**src/rtl/pipe_skid_reg.sv**
```systemverilog
`default_nettype none
// +-----------------------------------------------------------------------------+
// | pipe_skid_reg : 2-entry valid/ready skid buffer with flush, registered ready |
// | Revision 1.0                                                                |
// +-----------------------------------------------------------------------------+

module pipe_skid_dff #(
  parameter logic RST_BIT = 1'b0
) (
  input  logic clk,
  input  logic rst,
  input  logic d,
  output logic q
);
  always_ff @(posedge clk) begin
    if (!rst) q <= RST_BIT;
    else      q <= d;
  end
endmodule

module pipe_skid_reg #(
  parameter int               WIDTH   = 16,
  parameter logic [WIDTH-1:0] RST_VAL = {WIDTH{1'b0}}
) (
  input  logic             clk,
  input  logic             rst,
  input  logic             flush,
  input  logic             in_valid,
  input  logic [WIDTH-1:0] in_data,
  output logic             in_ready,
  output logic             out_valid,
  output logic [WIDTH-1:0] out_data,
  input  logic             out_ready,
  output logic [1:0]       count
);

  typedef enum logic [1:0] {
    S_EMPTY = 2'd0,
    S_ONE   = 2'd1,
    S_FULL  = 2'd2
  } state_e;

  state_e           state_q, state_d;
  logic [1:0]       count_q, count_d;
  logic [WIDTH-1:0] main_q, main_d;
  logic [WIDTH-1:0] skid_q, skid_d;
  logic             w_push, w_pop;
  logic             w_main_en, w_main_from_skid, w_skid_en;

  // Ready is decoded from state alone so out_ready never reaches in_ready.
  assign in_ready  = (state_q != S_FULL) & rst;
  assign out_valid = (state_q != S_EMPTY);
  assign out_data  = main_q;
  assign count     = count_q;

  assign w_push = in_valid & in_ready;
  assign w_pop  = out_valid & out_ready;

  always_comb begin
    state_d          = state_q;
    w_main_en        = 1'b0;
    w_main_from_skid = 1'b0;
    w_skid_en        = 1'b0;
    if (flush) begin
      state_d = S_EMPTY;
    end else begin
      case (state_q)
        S_EMPTY: begin
          if (w_push) begin
            state_d   = S_ONE;
            w_main_en = 1'b1;
          end
        end
        S_ONE: begin
          if (w_push && w_pop) begin
            w_main_en = 1'b1;
          end else if (w_push) begin
            state_d   = S_FULL;
            w_skid_en = 1'b1;
          end else if (w_pop) begin
            state_d = S_EMPTY;
          end
        end
        S_FULL: begin
          if (w_pop) begin
            state_d          = S_ONE;
            w_main_en        = 1'b1;
            w_main_from_skid = 1'b1;
          end
        end
        default: state_d = S_EMPTY;
      endcase
    end
  end

  always_comb begin
    count_d = 2'd0;
    case (state_d)
      S_ONE:   count_d = 2'd1;
      S_FULL:  count_d = 2'd2;
      default: count_d = 2'd0;
    endcase
  end

  always_ff @(posedge clk) begin
    if (!rst) begin
      state_q <= S_EMPTY;
      count_q <= 2'd0;
    end else begin
      state_q <= state_d;
      count_q <= count_d;
    end
  end

  assign main_d = w_main_en ? (w_main_from_skid ? skid_q : in_data) : main_q;
  assign skid_d = w_skid_en ? in_data : skid_q;

  for (genvar i = 0; i < WIDTH; i++) begin : g_bit
    pipe_skid_dff #(.RST_BIT(RST_VAL[i])) u_main_dff (
      .clk (clk),
      .rst (rst),
      .d   (main_d[i]),
      .q   (main_q[i])
    );
    pipe_skid_dff #(.RST_BIT(RST_VAL[i])) u_skid_dff (
      .clk (clk),
      .rst (rst),
      .d   (skid_d[i]),
      .q   (skid_q[i])
    );
  end

endmodule
`default_nettype wire

```
**config.mk**
```make
export PLATFORM = sky130hd
export DESIGN_NAME = pipe_skid_reg
export DESIGN_NICKNAME = d
export VERILOG_FILES = /design/src/rtl/pipe_skid_reg.sv
export SDC_FILE = /design/constraint.sdc
export NUM_CORES = 1
export LEC_CHECK = 0
export ABC_AREA = 0
export CAP_MARGIN = 25
export CORE_ASPECT_RATIO = 0.6
export CORE_MARGIN = 10
export CORE_UTILIZATION = 65
export DETAILED_ROUTE_END_ITERATION = 10
export DONT_BUFFER_PORTS = 1
export GPL_TIMING_DRIVEN = 0
export PLACE_DENSITY = 0.77
export SETUP_SLACK_MARGIN = 0.02
export SYNTH_ARGS = -nofsm -noshare
export SYNTH_HDL_FRONTEND = slang
export SYNTH_SLANG_ARGS = --single-unit
```
**constraint.sdc**
```tcl
create_clock -name clk -period 2.7 [get_ports clk]
set_input_delay 0.27 -clock clk [delete_from_list [all_inputs] [get_ports clk]]
set_output_delay 0.27 -clock clk [all_outputs]
set_load 0.05 [all_outputs]
```
==> results by group, run 1 <==
Pwr
  – Total net switching power: 318 µW
  – Leakage: between 0.7 and 0.8 nW
  – PD cells: 623 mW/mm²
  – Clock power frac: 39.7%
  – Register share of total power: between 40% and 50%
  – P_int: 867 µW
  – Peak supply drop: 0.000468 V
  – Power share of the combinational group: 13.1%
  – Sw frac: 26.8%

Route
  – Detailed Route Iter0 Violations: 154
  – Via count: 1,449
  – Remaining antenna violation count: 0
  – WL/cell: 19.4 µm
  – DRC Markers: 0
  – Drt via density: about 6.4
  – First-pass DRT Iterations: 4
  – Final wirelength: 4430 µm

Floorplanning
  – Placeable Area: 0.00254 mm²
  – Initial Util: 69.2%
  – Top Ports: between 40 and 50
  – Cell Rows: 14
  – Die W: between 80 and 90 µm
  – Height of the die: 60.3 µm
  – Die area: around 0.0053 mm²

Layout
  – Nets@finish: between 200 and 250
  – Final Core Density: 75.0%
  – Area Overhead vs Synth: 8.40%
  – Final non-filler cell total: around 230
  – Ratio of cells with drive above 1 in the final layout: 23.0%
  – Fillcell total: 179
  – Ant. Diodes: 0

Synthesis
  – Cell area after synthesis: 0.00176 mm²
  – Mapped Nets: ~210
  – Netlist cell types: 24
  – Synth Register Bits: 36
  – Register area share after synthesis: 41.0%
  – Synth warnings: 0
  – Mean Syn Cell Area: between 9 and 10 µm²
  – Synth Instances: 188

Worst setup path
  – CP Class: register to output port
  – Crit end category: output port
  – Worst Path Required: roughly 2.4 ns
  – Worst-path fanout max: 9
  – CP Launch Type: register
  – Worst EP arrival: 1.58 ns
  – Register-to-register setup slack: 1.03 ns

Placed design
  – Final HPWL DP: approximately 3200 µm
  – Placed insts: 220
  – Routability cong.: approximately 0.83
  – Number of I/O port buffers: 0

Clock tree
  – CTS buffer count: 5
  – Clk Latency, worst-skew pair: around 0.29 ns
  – CTS sink count: 36
  – Clk root buf: clkbuf_8
  – # hold bufs at CTS: 0
  – Post_cts resized: 0
  – Buffer count from post-CTS setup fixing: 0
  – CTS Buffer Depth: 2
  – Max H-tree Level: 2
  – Clock Pin Slew Worst Setup and Hold Paths: about 0.07 ns
  – CTS tree: yes

Timing
  – Final hold slack: 0.0520 ns
  – Min cycle time layout: 1.85 ns
  – Final setup vio count: 0
  – Final setup TNS: 0 ns
  – Max Slew Vio Count: 0
  – Fmax: approximately 540 MHz
  – Clock skew: 0.00531 ns
  – Final Cycle Share: 68.6%
  – Worst-Margin Slew: 0.895 ns
  – Max_slew headroom: 40.1%
  – RSZ-0062 raised after global routing: no
  – Final Hold Viols: 0

Global route
  – GRT overflow: 0
  – Vias in the first global route: 1,359
  – All-Layer GR Usage: between 10% and 20%
  – Initial antenna violation count: 0
  – Largest net degree at the start of global routing: 12
  – Global-route wire length before repair: about 7000 µm

Run
  – # Max-Cap Violations: 0

Hold path
  – Class of the worst hold path: primary input to register

Run status
  – Status: finished, final reports clean
[cell usage in the layout, fill, tap and decap left out]
cell        n
dfxtp_1    36
a21oi_1    19
buf_4      18
nor2_1     17
o21ai_0    17
mux2i_1    16
nand3_1    16
a221oi_2   10
clkbuf_1    8
a221oi_1    6
buf_2       5
clkbuf_8    5
nor2b_1     4
inv_1       2
nor4bb_1    2
buf_6       2
nand4bb_1   2
nor3_1      2
or2_2       1
nand2b_1    1
a41o_2      1
nand4_2     1
nor3b_1     1
o21bai_1    1
nand2_1     1
bufinv_16   1
clkinv_2    1
[state kept, by name, summed over array words and instances, names as in the netlist]
register	flops
g_bit.u_main_dff.q	16
g_bit.u_skid_dff.q	16
count	2
state_q	2
[metrics by stage]
step	cell area [µm²]	power (mW)	setup slack, ns
floorplan	1760	0.704	1.23
global placement	1800	0.721	1.08
detailed placement	1800	0.725	1.06
CTS	1900	1.19	0.856
global route	1900	1.22	0.791
finish	1900	1.19	0.849
[per-layer routing]
layer  wire length, µm  global-route usage [%]  up-vias
li1                  -                       -      679
met4                31                    5.20        0
met2              1950                    24.0       71
met5                 0                       0        -
met3               607                    8.14        5
met1              1850                    22.0      694
[cell type report]
type	count	area, µm²	share of cell area (%)
multi-input combinational	118	820	43.0
sequential	36	721	37.8
buffer	32	209	11.0
clock buffer	6	72.6	3.81
tap	32	40.0	2.10
clock inverter	2	35.0	1.84
inverter	2	7.51	0.394
[Yosys cell counts]
library cell | n | area, µm²
nand4bb_1 | 2 | 22.5
a41o_2 | 1 | 11.3
o21bai_1 | 1 | 7.51
nand2_1 | 1 | 3.75
buf_2 | 5 | 25.0
nand2b_1 | 1 | 6.26
nor3_1 | 2 | 10.0
nand4_2 | 1 | 12.5
clkbuf_1 | 7 | 26.3
o21ai_0 | 17 | 85.1
inv_1 | 2 | 7.51
nor3b_1 | 1 | 7.51
a221oi_1 | 6 | 52.6
a21oi_1 | 19 | 95.1
nor2_1 | 17 | 63.8
buf_6 | 2 | 22.5
dfxtp_1 | 36 | 721
nand3_1 | 16 | 80.1
nor2b_1 | 4 | 25.0
mux2i_1 | 16 | 160
or2_2 | 1 | 6.26
buf_4 | 18 | 135
a221oi_2 | 10 | 150
nor4bb_1 | 2 | 20.0
[worst max-delay path, stage by stage, from the launching register on]
cell     delay [ns]
dfxtp_1        0.47
nor2b_1        0.13
nor2_1         0.70
[power by group through the flow]
stage	registers, mW	logic, mW	clock network (mW)
floorplan	0.569	0.135	0
global placement	0.571	0.150	0
detailed placement	0.572	0.153	0
CTS	0.560	0.154	0.474
global route	0.562	0.164	0.493
finish	0.560	0.155	0.470
[worst paths after layout]
| check | from | endpoint | cells after the start |
|---|---|---|---|
| max reg2reg | state_q[0]$_SDFF_PN0_ | g_bit[3].u_main_dff.q$_SDFFE_PN0P_ | 5 |
| max | state_q[0]$_SDFF_PN0_ | in_ready | 2 |
| min | out_ready | state_q[1]$_SDFF_PN0_ | 1 |
| min reg2reg | g_bit[11].u_skid_dff.q$_SDFFE_PN0P_ | g_bit[11].u_skid_dff.q$_SDFFE_PN0P_ | 2 |
[kinds of logic (layout without fill, tap and decap cells)]
group           Yosys count  count (layout)  share of synthesized area [%]
flops                    36              36                           41.0
simple gates             48              48                           14.7
buf+inv                  34              42                           12.3
mux                      16              16                           9.12
compound gates           54              54                           22.9
(Power assumes the default switching activity.)
==> run 2, diff against run 1 <==
--- a/config.mk
+++ b/config.mk
@@ -9,11 +9,11 @@
 export CAP_MARGIN = 25
 export CORE_ASPECT_RATIO = 0.6
 export CORE_MARGIN = 10
-export CORE_UTILIZATION = 65
+export CORE_UTILIZATION = 62
 export DETAILED_ROUTE_END_ITERATION = 10
 export DONT_BUFFER_PORTS = 1
 export GPL_TIMING_DRIVEN = 0
-export PLACE_DENSITY = 0.77
+export PLACE_DENSITY = 0.74
 export SETUP_SLACK_MARGIN = 0.02
 export SYNTH_ARGS = -nofsm -noshare
 export SYNTH_HDL_FRONTEND = slang
==> constraint.sdc (replaced) <==
create_clock -name clk -period 1.8 [get_ports clk]
set_input_delay 0.18 -clock clk [delete_from_list [all_inputs] [get_ports clk]]
set_output_delay 0.18 -clock clk [all_outputs]
set_load 0.05 [all_outputs]
==> run 2 against run 1 <==
Core utilization decreased by 2.3 points. Via count decreased by 0.62%. Flip-flop and latch count unchanged. Worst setup slack got worse by 0.69 ns. Combinational power up 51%. First-iteration DRC count decreased by 27%. Power grew 38%. Clock-buffer cell count shrank 1. Critical path type is now register to register. Highest routed layer unchanged.
==> results by group, run 2 (synthesized netlist as in run 1, its figures left out) <==
Clock tree
  – Clk Latency, worst-skew pair: 0.29 ns (about the same)
  – Clk root buf: clkbuf_8
  – Clock Pin Slew Worst Setup and Hold Paths: 0.07 ns (about the same)
  – CTS buffer count: 5 (unchanged)
  – CTS Buffer Depth: 2 (unchanged)
  – Max H-tree Level: 2 (unchanged)
  – CTS sink count: 36 (unchanged)
  – CTS tree: yes

Pwr
  – Register share of total power: 51.2% (+3.9 points)
  – Total net switching power: 479 µW (+51%)
  – PD cells: 865 mW/mm² (+39%)
  – Leakage: 0.785 nW (-0.37%)
  – P_int: 1.16 mW (+34%)
  – Peak supply drop: 0.000710 V (+52%)
  – Power share of the combinational group: 14.2% (+1.1 points)
  – Sw frac: 29.2% (+2.4 points)
  – Clock power frac: 34.6% (-5.1 points)

Timing
  – Min cycle time layout: 1.64 ns
  – Fmax: 610 MHz
  – Final Hold Viols: 0 (unchanged)
  – Final Cycle Share: about nine tenths
  – RSZ-0062 raised after global routing: no
  – Final setup vio count: 0 (unchanged)
  – Worst-Margin Slew: 0.634 ns (-0.261 ns)
  – Clock skew: 0.0119 ns (+0.00661 ns)
  – Max_slew headroom: 57.8% (+18 points)
  – Final setup TNS: 0 ns (unchanged)
  – Max Slew Vio Count: 0 (unchanged)

Global route
  – GRT overflow: 0 (unchanged)
  – Initial antenna violation count: 0 (unchanged)
  – Largest net degree at the start of global routing: 13 (+1)
  – Vias in the first global route: 1,279 (-5.9%)
  – Global-route wire length before repair: 6510 µm (-6.6%)
  – All-Layer GR Usage: 16.1% (-0.86 points)

Route
  – Remaining antenna violation count: 0 (unchanged)
  – WL/cell: 18.4 µm (-5.1%)
  – Drt via density: 6.29 (-1.1%)
  – Detailed Route Iter0 Violations: 112 (-27%)
  – Via count: 1,440 (-0.62%)
  – Final wirelength: 4220 µm (-4.7%)
  – DRC Markers: 0 (unchanged)
  – First-pass DRT Iterations: 5 (+1)

Worst setup path
  – CP Class: register to register
  – Worst-path fanout max: 10 (+1)
  – Crit end category: register
  – R2R cell count: 5 (unchanged)
  – Worst Path Required: 2.02 ns (-0.41 ns)
  – Worst EP arrival: 1.86 ns (+0.28 ns)
  – CP Launch Type: register

Floorplanning
  – Die area: 0.00543 mm² (+3.5%)
  – Cell Rows: 14 (unchanged)
  – Placeable Area: 0.00261 mm² (+2.8%)
  – Height of the die: 61.2 µm (+1.6%)
  – Initial Util: 67.3% (-1.9 points)
  – Die W: 88.7 µm (+1.8%)
  – Top Ports: 41 (unchanged)

Layout
  – Final Core Density: 72.7% (-2.3 points)
  – Largest registers: g_bit.u_main_dff.q x16, g_bit.u_skid_dff.q x16
  – Nets@finish: 217 (+0.46%)
  – Ant. Diodes: 0 (unchanged)
  – Most frequent cells in the layout: dfxtp_1, a21oi_1, buf_4
  – Commonest non-fill, non-tap cell in the layout: dfxtp_1
  – Register area: 721 µm² (unchanged)
  – Ratio of cells with drive above 1 in the final layout: 23.9% (+0.90 points)
  – Area Overhead vs Synth: 7.98%
  – Area of the multi-input gates: 822 µm² (+0.31%)
  – Fillcell total: 202 (+13%)

Run
  – # Max-Cap Violations: 0 (unchanged)

Placed design
  – Number of I/O port buffers: 0 (unchanged)
  – Final HPWL DP: 3090 µm (-4.6%)
  – Routability cong.: 0.853 (+2.4%)

Run status
  – Status: finished, final reports clean

Hold path
  – Class of the worst hold path: primary input to register
  – Hold Path Cell Cnt: 2 (+1)
==> run 2: changes by cell type in the layout (fill, tap and decap cells not counted), sizes merged <==
| cell | change |
|---|---|
| bufinv | -1 |
| clkbuf | -1 |
| dlygate4sd3 | +1 |
| clkinv | +2 |
==> run 2: power groups by stage <==
stage | Combinational (mW) | Clock, mW | Sequential [mW]
2_1_floorplan | 0.202 | 0 | 0.853
3_3_place_gp | 0.226 | 0 | 0.856
3_5_place_dp | 0.229 | 0 | 0.858
4_1_cts | 0.232 | 0.573 | 0.839
5_1_grt | 0.248 | 0.609 | 0.842
6_report | 0.234 | 0.568 | 0.839
==> run 2: final timing paths <==
kind / start / to / slack, ns
max: state_q[1]$_SDFF_PN0_ / g_bit[0].u_skid_dff.q$_SDFFE_PN0P_ / 0.16
min: in_data[13] / g_bit[13].u_skid_dff.q$_SDFFE_PN0P_ / 0.03
max reg2reg: state_q[1]$_SDFF_PN0_ / g_bit[0].u_skid_dff.q$_SDFFE_PN0P_ / 0.16
min reg2reg: g_bit[12].u_skid_dff.q$_SDFFE_PN0P_ / g_bit[12].u_skid_dff.q$_SDFFE_PN0P_ / 0.47
==> run 2: metal layers <==
metal / GRT usage (%) / up-vias / part of all wire, %
met5: 0 / - / 0
met4: 7.09 / 0 / 1.7
met3: 8.70 / 7 / 13
met2: 20.6 / 64 / 41
met1: 21.3 / 684 / 44
li1: - / 685 / -
==> run 2: final cells by class <==
class | instances | share of cell area (%)
Multi-Input combinational cell | 118 | 43.3
Inverter | 2 | 0.396
Timing Repair Buffer | 1 | 0.528
Clock buffer | 5 | 3.63
Buffer | 32 | 11.0
Sequential cell | 36 | 38.0
Clock inverter | 3 | 0.989
Tap cell | 32 | 2.11
==> run 2: metrics by stage <==
stage	power [mW]	instances	hold slack [ns]	worst slack, ns	area [µm²]
2_1_floorplan	1.06	188	0.259	0.426	1760
3_3_place_gp	1.08	220	0.263	0.234	1800
3_5_place_dp	1.09	220	0.263	0.209	1800
4_1_cts	1.64	229	0.0223	0.0728	1890
5_1_grt	1.70	229	0.0174	0.0524	1900
6_report	1.64	229	0.0279	0.161	1900
==> run 2: worst max-delay path, cell delays in order (launching register included) <==
cell,delay [ns]
dfxtp_1,0.37
nor4bb_1,0.33
clkbuf_1,0.33
buf_2,0.29
nand3_1,0.11
a21oi_1,0.14
==> run 2: repair_timing <==
action / 4_1_cts / 5_1_grt
buffers inserted: 0 / 0
setup endpoints to repair: 0 / 1
hold endpoints to repair: 2 / 0
resized for setup: 0 / 1
hold buffers: 1 / 0
==> run 3, diff against run 2 <==
--- a/config.mk
+++ b/config.mk
@@ -6,6 +6,7 @@
 export NUM_CORES = 1
 export LEC_CHECK = 0
 export ABC_AREA = 0
+export ABC_CLOCK_PERIOD_IN_PS = 1800
 export CAP_MARGIN = 25
 export CORE_ASPECT_RATIO = 0.6
 export CORE_MARGIN = 10
==> results of run 3 <==
Same layout as run 2: the final DEF is identical, and so are final timing and power.
